[src/rtl/id_ex_stage.sv]
// id_ex_stage: decode-to-execute pipeline register for the Y86 core.
// Holds on stall, loads a NOP bubble on bubble, otherwise captures the
// decode outputs. A sticky ctl_err records any cycle in which stall and
// bubble were requested together; that case is resolved as a stall.
// Optional feature: define ID_EX_PERF_CNT_EN to add saturating
// stall_cnt / bubble_cnt performance counters.
module id_ex_stage #(
    parameter int unsigned               WORD_W    = 32,
    parameter int unsigned               PC_W      = 32,
    parameter int unsigned               STAT_W    = 3,
    parameter logic [7:0]                NOP_ICODE = 8'h10,
    parameter logic [7:0]                RNONE     = 8'h0F,
    parameter logic [STAT_W-1:0]         STAT_BUB  = '0,
    parameter int unsigned               CNT_W     = 16
) (
    input  logic                 clk,
    input  logic                 rst,
    input  logic                 stall,
    input  logic                 bubble,
    input  logic                 id_valid,
    input  logic [STAT_W-1:0]    id_stat,
    input  logic [7:0]           id_icode,
    input  logic [7:0]           id_ifun,
    input  logic [7:0]           id_rA,
    input  logic [7:0]           id_rB,
    input  logic [WORD_W-1:0]    id_valA,
    input  logic [WORD_W-1:0]    id_valB,
    input  logic [WORD_W-1:0]    id_valC,
    input  logic [PC_W-1:0]      id_valP,
    output logic                 ex_valid,
    output logic [STAT_W-1:0]    ex_stat,
    output logic [7:0]           ex_icode,
    output logic [7:0]           ex_ifun,
    output logic [7:0]           ex_rA,
    output logic [7:0]           ex_rB,
    output logic [WORD_W-1:0]    ex_valA,
    output logic [WORD_W-1:0]    ex_valB,
    output logic [WORD_W-1:0]    ex_valC,
    output logic [PC_W-1:0]      ex_valP,
`ifdef ID_EX_PERF_CNT_EN
    output logic [CNT_W-1:0]     stall_cnt,
    output logic [CNT_W-1:0]     bubble_cnt,
`endif
    output logic                 ctl_err
);

    // Per-edge action selected by the pipeline-control inputs.
    localparam logic [1:0] MODE_LOAD   = 2'd0;
    localparam logic [1:0] MODE_HOLD   = 2'd1;
    localparam logic [1:0] MODE_BUBBLE = 2'd2;

    logic [1:0] mode_s;

    // A zero-width counter would be meaningless; reject it at elaboration.
    if (CNT_W == 0) begin : g_cnt_w_check
        $error("id_ex_stage: CNT_W must be at least 1");
    end

    // Resolve stall/bubble into a single action; stall wins a conflict.
    always_comb begin
        mode_s = MODE_LOAD;
        if (stall) begin
            mode_s = MODE_HOLD;
        end else if (bubble) begin
            mode_s = MODE_BUBBLE;
        end else begin
            mode_s = MODE_LOAD;
        end
    end

    // Pipeline payload register: reset/bubble load a NOP, hold keeps state.
    always_ff @(posedge clk) begin
        if (rst) begin
            ex_valid <= 1'b0;
            ex_stat  <= STAT_BUB;
            ex_icode <= NOP_ICODE;
            ex_ifun  <= 8'h00;
            ex_rA    <= RNONE;
            ex_rB    <= RNONE;
            ex_valA  <= '0;
            ex_valB  <= '0;
            ex_valC  <= '0;
            ex_valP  <= '0;
        end else begin
            case (mode_s)
                MODE_HOLD: begin
                    ex_valid <= ex_valid;
                    ex_stat  <= ex_stat;
                    ex_icode <= ex_icode;
                    ex_ifun  <= ex_ifun;
                    ex_rA    <= ex_rA;
                    ex_rB    <= ex_rB;
                    ex_valA  <= ex_valA;
                    ex_valB  <= ex_valB;
                    ex_valC  <= ex_valC;
                    ex_valP  <= ex_valP;
                end
                MODE_LOAD: begin
                    ex_valid <= id_valid;
                    ex_stat  <= id_stat;
                    ex_icode <= id_icode;
                    ex_ifun  <= id_ifun;
                    ex_rA    <= id_rA;
                    ex_rB    <= id_rB;
                    ex_valA  <= id_valA;
                    ex_valB  <= id_valB;
                    ex_valC  <= id_valC;
                    ex_valP  <= id_valP;
                end
                // Bubble, and any unexpected encoding, inject a harmless NOP.
                default: begin
                    ex_valid <= 1'b0;
                    ex_stat  <= STAT_BUB;
                    ex_icode <= NOP_ICODE;
                    ex_ifun  <= 8'h00;
                    ex_rA    <= RNONE;
                    ex_rB    <= RNONE;
                    ex_valA  <= '0;
                    ex_valB  <= '0;
                    ex_valC  <= '0;
                    ex_valP  <= '0;
                end
            endcase
        end
    end

    // Sticky conflict flag: set by simultaneous stall+bubble, cleared by reset only.
    always_ff @(posedge clk) begin
        if (rst) begin
            ctl_err <= 1'b0;
        end else if (stall && bubble) begin
            ctl_err <= 1'b1;
        end else begin
            ctl_err <= ctl_err;
        end
    end

`ifdef ID_EX_PERF_CNT_EN
    // Saturating increment: stays at all-ones instead of wrapping.
    function automatic logic [CNT_W-1:0] sat_inc(input logic [CNT_W-1:0] value);
        logic [CNT_W-1:0] result;
        if (&value) begin
            result = value;
        end else begin
            result = value + {{(CNT_W-1){1'b0}}, 1'b1};
        end
        return result;
    endfunction

    // Count stall edges (conflict edges count as stalls).
    always_ff @(posedge clk) begin
        if (rst) begin
            stall_cnt <= '0;
        end else if (stall) begin
            stall_cnt <= sat_inc(stall_cnt);
        end else begin
            stall_cnt <= stall_cnt;
        end
    end

    // Count edges on which a bubble is actually inserted.
    always_ff @(posedge clk) begin
        if (rst) begin
            bubble_cnt <= '0;
        end else if (bubble && !stall) begin
            bubble_cnt <= sat_inc(bubble_cnt);
        end else begin
            bubble_cnt <= bubble_cnt;
        end
    end
`endif

endmodule

[config.mk]
export PLATFORM = sky130hd
export DESIGN_NAME = id_ex_stage
export DESIGN_NICKNAME = d
export VERILOG_FILES = /design/src/rtl/id_ex_stage.sv
export SDC_FILE = /design/constraint.sdc
export NUM_CORES = 1
export LEC_CHECK = 0
export BUFFER_PORTS_ARGS = -buffer_cell sky130_fd_sc_hd__clkbuf_2
export CORE_UTILIZATION = 43
export DETAILED_ROUTE_END_ITERATION = 6
export GPL_TIMING_DRIVEN = 0
export HOLD_SLACK_MARGIN = 0.1
export PLACE_DENSITY = 0.87
export SETUP_SLACK_MARGIN = 0.1
export SLEW_MARGIN = 20
export SYNTH_ARGS = -nofsm -noshare
export SYNTH_HDL_FRONTEND = slang
export SYNTH_SLANG_ARGS = --single-unit
export TNS_END_PERCENT = 100
[constraint.sdc]
create_clock -name clk -period 0.8 [get_ports clk]
set_input_delay 0.04 -clock clk [delete_from_list [all_inputs] [get_ports clk]]
set_output_delay 0.04 -clock clk [all_outputs]
set_load 0.01 [all_outputs]
**Word level (Yosys, flattened, before mapping)**

Cells that the tools add are included.

- Register bits after elaboration: 165
- Input bits: 168
- Logic and storage cells: 26

- Equal/unequal tests: 1
- Mux-type cells: 12
- Reductions and logical operators: 2

Operator list:

| operator | count |
|---|---|
| 32-bit one-hot mux with 2 select lines | 4 |
| 8-bit one-hot mux with 2 select lines | 4 |
| 3-bit one-hot mux with 2 select lines | 1 |
| 2-bit two-way mux | 2 |
| 2-bit by 1-bit equality test with 1-bit output, second input constant | 1 |
| 2-bit zero test | 1 |
| 1-bit one-hot mux with 2 select lines | 1 |
| 1-bit logical AND | 1 |

**Longest topological paths before layout**

- Depth after elaboration: 4
- Mapped depth: 4

**Worst setup path after synthesis**

No wires, ideal clock.

- Path type: input to register
- Start: in stall
- End: reg ex_valB[10]
- Setup time: 0.073 ns
- Data arrival time: 0.677 ns
- Data required time: 0.727 ns
- Slack: 0.050 ns
- Stages: 4
- Path buffers: 2
- Path through: or2_1 -> buf_6 -> buf_4 -> o22ai_2

- Cells in the longest elaborated chain, start to end: 3
- Elaborated cells on any way between the ends: 4
- Classes of those cells: eq/ne: 1; mux: 2; reduce/logical: 1

RTL lines:

| element | line | text |
|---|---|---|
| from (decl) | 18 | `input logic stall,` |
| 2-bit two-way mux (*) | 62 | `if (stall) begin` |
| 2-bit by 1-bit equality test with 1-bit output or 2-bit zero test (tied branches) | 85 | `case (mode_s)` |
| 32-bit one-hot mux with 2 select lines | 85 |  |
| to (signal assigned) | 94 | `ex_valB <= ex_valB;` |
| to (signal assigned) | 106 | `ex_valB <= id_valB;` |
| to (decl) | 37 | `output logic [WORD_W-1:0] ex_valB,` |

Every way passes the cells marked *; elsewhere a longest branch is shown, timed or not.
A chain may end at the register's enable or synchronous reset.

**Worst setup path in the final report**

- Start: reg ex_valA[5]
- End: out ex_valA[5]

RTL lines:

| element | line | text |
|---|---|---|
| from (decl) | 36 | `output logic [WORD_W-1:0] ex_valA,` |
| from (signal assigned) | 93 | `ex_valA <= ex_valA;` |
| from (signal assigned) | 105 | `ex_valA <= id_valA;` |

No word-level cell between the ends.

==> results by group <==
Status
  • Outcome: finished, violations left
  • Failing checks: setup timing

Timing
  • Fin Setup TNS: -19030 ps
  • Worst hold slack: 6.93 ps
  • Hold Vio Cnt, Final: 0
  • Setup violations, final: 171
  • Slew @ Worst Pin: 632 ps
  • Max-slew headroom: 0.579
  • Slew Viols, Final: 0
  • Skew final: 0 ps
  • Unrepaired setup endpoints after global routing: yes
  • Post-route clock period utilization: 1.23
  • Final setup margin: -181 ps
  • Fmax: 1020 MHz
  • Period minus WS final: 981 ps

Die
  • # IOs: 333
  • Die W: 133 um
  • Die Span Y: 133 um
  • Die Area: 17700 um2
  • Row count: 47
  • Placeable core area: 16700 um2
  • Initial Util: 0.443

Drt
  • First-iteration detailed-routing DRC count: 525
  • Via count: 8457
  • Drt wl/cell: 22.2 um
  • Final WL: 34100 um
  • Vias/cell: 5.51
  • Antenna Violating Nets Remaining: 0
  • DRC errors left: 0
  • Initial DRT Pass Iterations: 5

Min path
  • Cells on Worst Hold Path: 3
  • Hold/Removal Path Class: primary input to flop

GRT
  • Initial antenna violation count: 3
  • Largest net degree at the start of global routing: 17
  • Grt ovf: 0
  • GR Util All Layers: 0.310
  • First-pass GRT wire length: 43100 um
  • Vias in the first global route: 8425

Logic synthesis
  • EDFF count, synth: 0
  • Post-synth top area cell: dfxtp_1
  • Yosys top cell area share: 0.446
  • Count of different cell masters after synthesis: 14
  • Compound-gate portion of the synthesized area: 0.263
  • Mux contribution to synthesized area: 0
  • YS warnings: 0
  • Largest family of logic cells by synthesized area: compound AO/OA/AOI/OAI gates
  • Synthesized net count: 900
  • Area share of and/or/nand/nor cells after synthesis: 0.226
  • Most used DFF post-synth: dfxtp_1
  • Post-Synth XOR/XNOR Area: 0
  • Adder-cell share of the synthesized area: 0
  • Sequential area share after synthesis: 0.446
  • Top cells by count, synth: 165 x dfxtp_1, 155 x nand2_1, 155 x nand2b_1
  • Post-synth ARST share: 0
  • Count leader, synth: dfxtp_1
  • Post-Syn Area: 7400 um2
  • Mapped Avg Cell Area: 10.1 um2
  • Dominant cells by area after synthesis: dfxtp_1 45%, o22ai_2 25%, nand2b_1 13%
  • Mapped Cells: 732
  • Count of state elements after synthesis: 165

Pwr
  • P_leak: 5.77 nW
  • Worst VDD drop: 0.00149 V
  • PD cells: 1620 nW/um2

Cells and area
  • Post-route cell area: 13700 um2
  • Area growth from synthesis to layout: 85.0%
  • Filler instances: 742
  • Final net count: 1466
  • Share of layout cells above drive strength 1: 0.634
  • Core Util, Final: 0.820

Setup path
  • Critical Path Source Type: flop
  • Crit. path cell count: 1
  • CP Cell Sequence: buf_6
  • Crit-path max FO: 2
  • Crit Path Category: flop to primary output
  • Critical path capture point type: primary output
  • Worst Path Buf+Inv: 1
  • Critical Path Slowest Stage Cell: dfxtp_2
  • Cells on worst reg2reg path: 3
  • Delay-heaviest family, CP: flip-flops
  • Arrival @ worst endpoint: 940 ps
  • Critical Path RT: 760 ps
  • Crit-path max cell delay: 400 ps

Placement
  • Gp weighted congestion: 0.825
  • Post-DP HPWL: 16000 um
  • Area post-placement: 9350 um2
  • Pre-CTS setup slack: -280 ps
  • Port Buffers: 331

CTS
  • Hold Buf Count CTS: 166
  • Worst-path clk slew: 70 ps
  • CTS root buf: clkbuf_16
  • CTS tree: done
  • H-tree levels: 4
  • Clock sinks: 165
  • Total CTS buffers: 17
  • CTS max path bufs: 2
  • Clk Latency, worst-skew pair: 410 ps

Run
  • MaxCap Viol Count: 0
where the power goes:
part	switching [mW]	internal, mW	leakage [nW]	total, mW
combinational	1.98	2.35	4.05	4.33
sequential	0.314	8.61	1.41	8.92
clock	3.74	5.23	0.309	8.97
total	6.03	16.2	5.77	22.2
placed cells by master, fill, tap and decap left out:
master          synthesis  routed
a21oi_1                10       9
a21oi_2                 0       1
buf_1                   0       1
buf_2                  19      15
buf_4                  19      48
buf_6                  16     164
buf_8                   0      38
bufinv_16               0       3
clkbuf_1               17      12
clkbuf_16               0      17
clkbuf_2                0     170
clkbuf_4                0       4
clkbuf_8                0       3
clkinv_2                0       1
clkinv_4                0       4
clkinvlp_4              0       1
dfxtp_2                 0     163
dfxtp_4                 0       2
diode_2                 0       3
dlygate4sd3_1           0     164
dlymetal6s4s_1          0       1
inv_6                   0       2
inv_8                   0       1
nand2_1               155     121
nand2_2                 0      24
nand2_4                 0      10
nand2b_1              155     155
nor2_1                 10      10
nor2_2                  1       1
nor2_4                  0       1
nor3b_1                 9       2
nor3b_2                 0       6
nor3b_4                 0       1
o22ai_1                 7       5
o22ai_2               148     150
or2_4                   0       1
area by class of cell:
| type | instances | area (um2) | share of cell area |
|---|---|---|---|
| tap | 220 | 275 | 0.0201 |
| sequential | 165 | 3510 | 0.257 |
| multi-input combinational | 497 | 3820 | 0.279 |
| timing repair buffer | 546 | 4920 | 0.360 |
| antenna | 3 | 7.51 | 0.000548 |
| buffer | 71 | 515 | 0.0377 |
| clock inverter | 12 | 166 | 0.0122 |
| clock buffer | 20 | 467 | 0.0341 |
cell families after synthesis:
logic type             count (synthesis)
DFF                                  165
AOI/OAI and AO/OA                    165
and+or+nand+nor                      331
buffers and inverters                 71
sequential cells by signal, summed over array words and instances (netlist names):
register and count:
ex_valP 32, ex_ifun 8, ex_rB 8, ex_valC 32
ctl_err 1, ex_rA 8, ex_stat 3, ex_icode 8
ex_valid 1, ex_valA 32, ex_valB 32
metal layers:
layer,up-vias,share of wire,global-route usage
li1,3632,-,-
met2,575,0.52,0.579
met5,-,0,0
met1,4053,0.33,0.314
met4,0,0.076,0.194
met3,197,0.073,0.0662
worst paths after layout:
kind	startpoint	end	slack (ps)
hold reg to reg	ex_rA[7]$_SDFFE_PP0P_	ex_rA[7]$_SDFFE_PP0P_	490
setup reg to reg	ex_valC[3]$_SDFFE_PP0P_	ex_valC[3]$_SDFFE_PP0P_	-20
setup / recovery	ex_valA[5]$_SDFFE_PP0P_	ex_valA[5]	-180
hold / removal	rst	ex_ifun[3]$_SDFFE_PP0P_	7
metrics by stage:
step                instances  power, mW
floorplan                 732       10.5
finish                   1534       22.2
global route             1534       22.8
detailed placement       1283       11.6
global placement         1283       11.5
CTS                      1497       21.2
timing repair:
action / in CTS / in global routing
pin swaps: 1 / 38
cloned: 0 / 1
endpoints found under the setup margin: 168 / 213
setup buffers: 16 / 41
endpoints found under the hold margin: 165 / 4
gates resized for setup: 208 / 390
(Power assumes the default switching activity.)
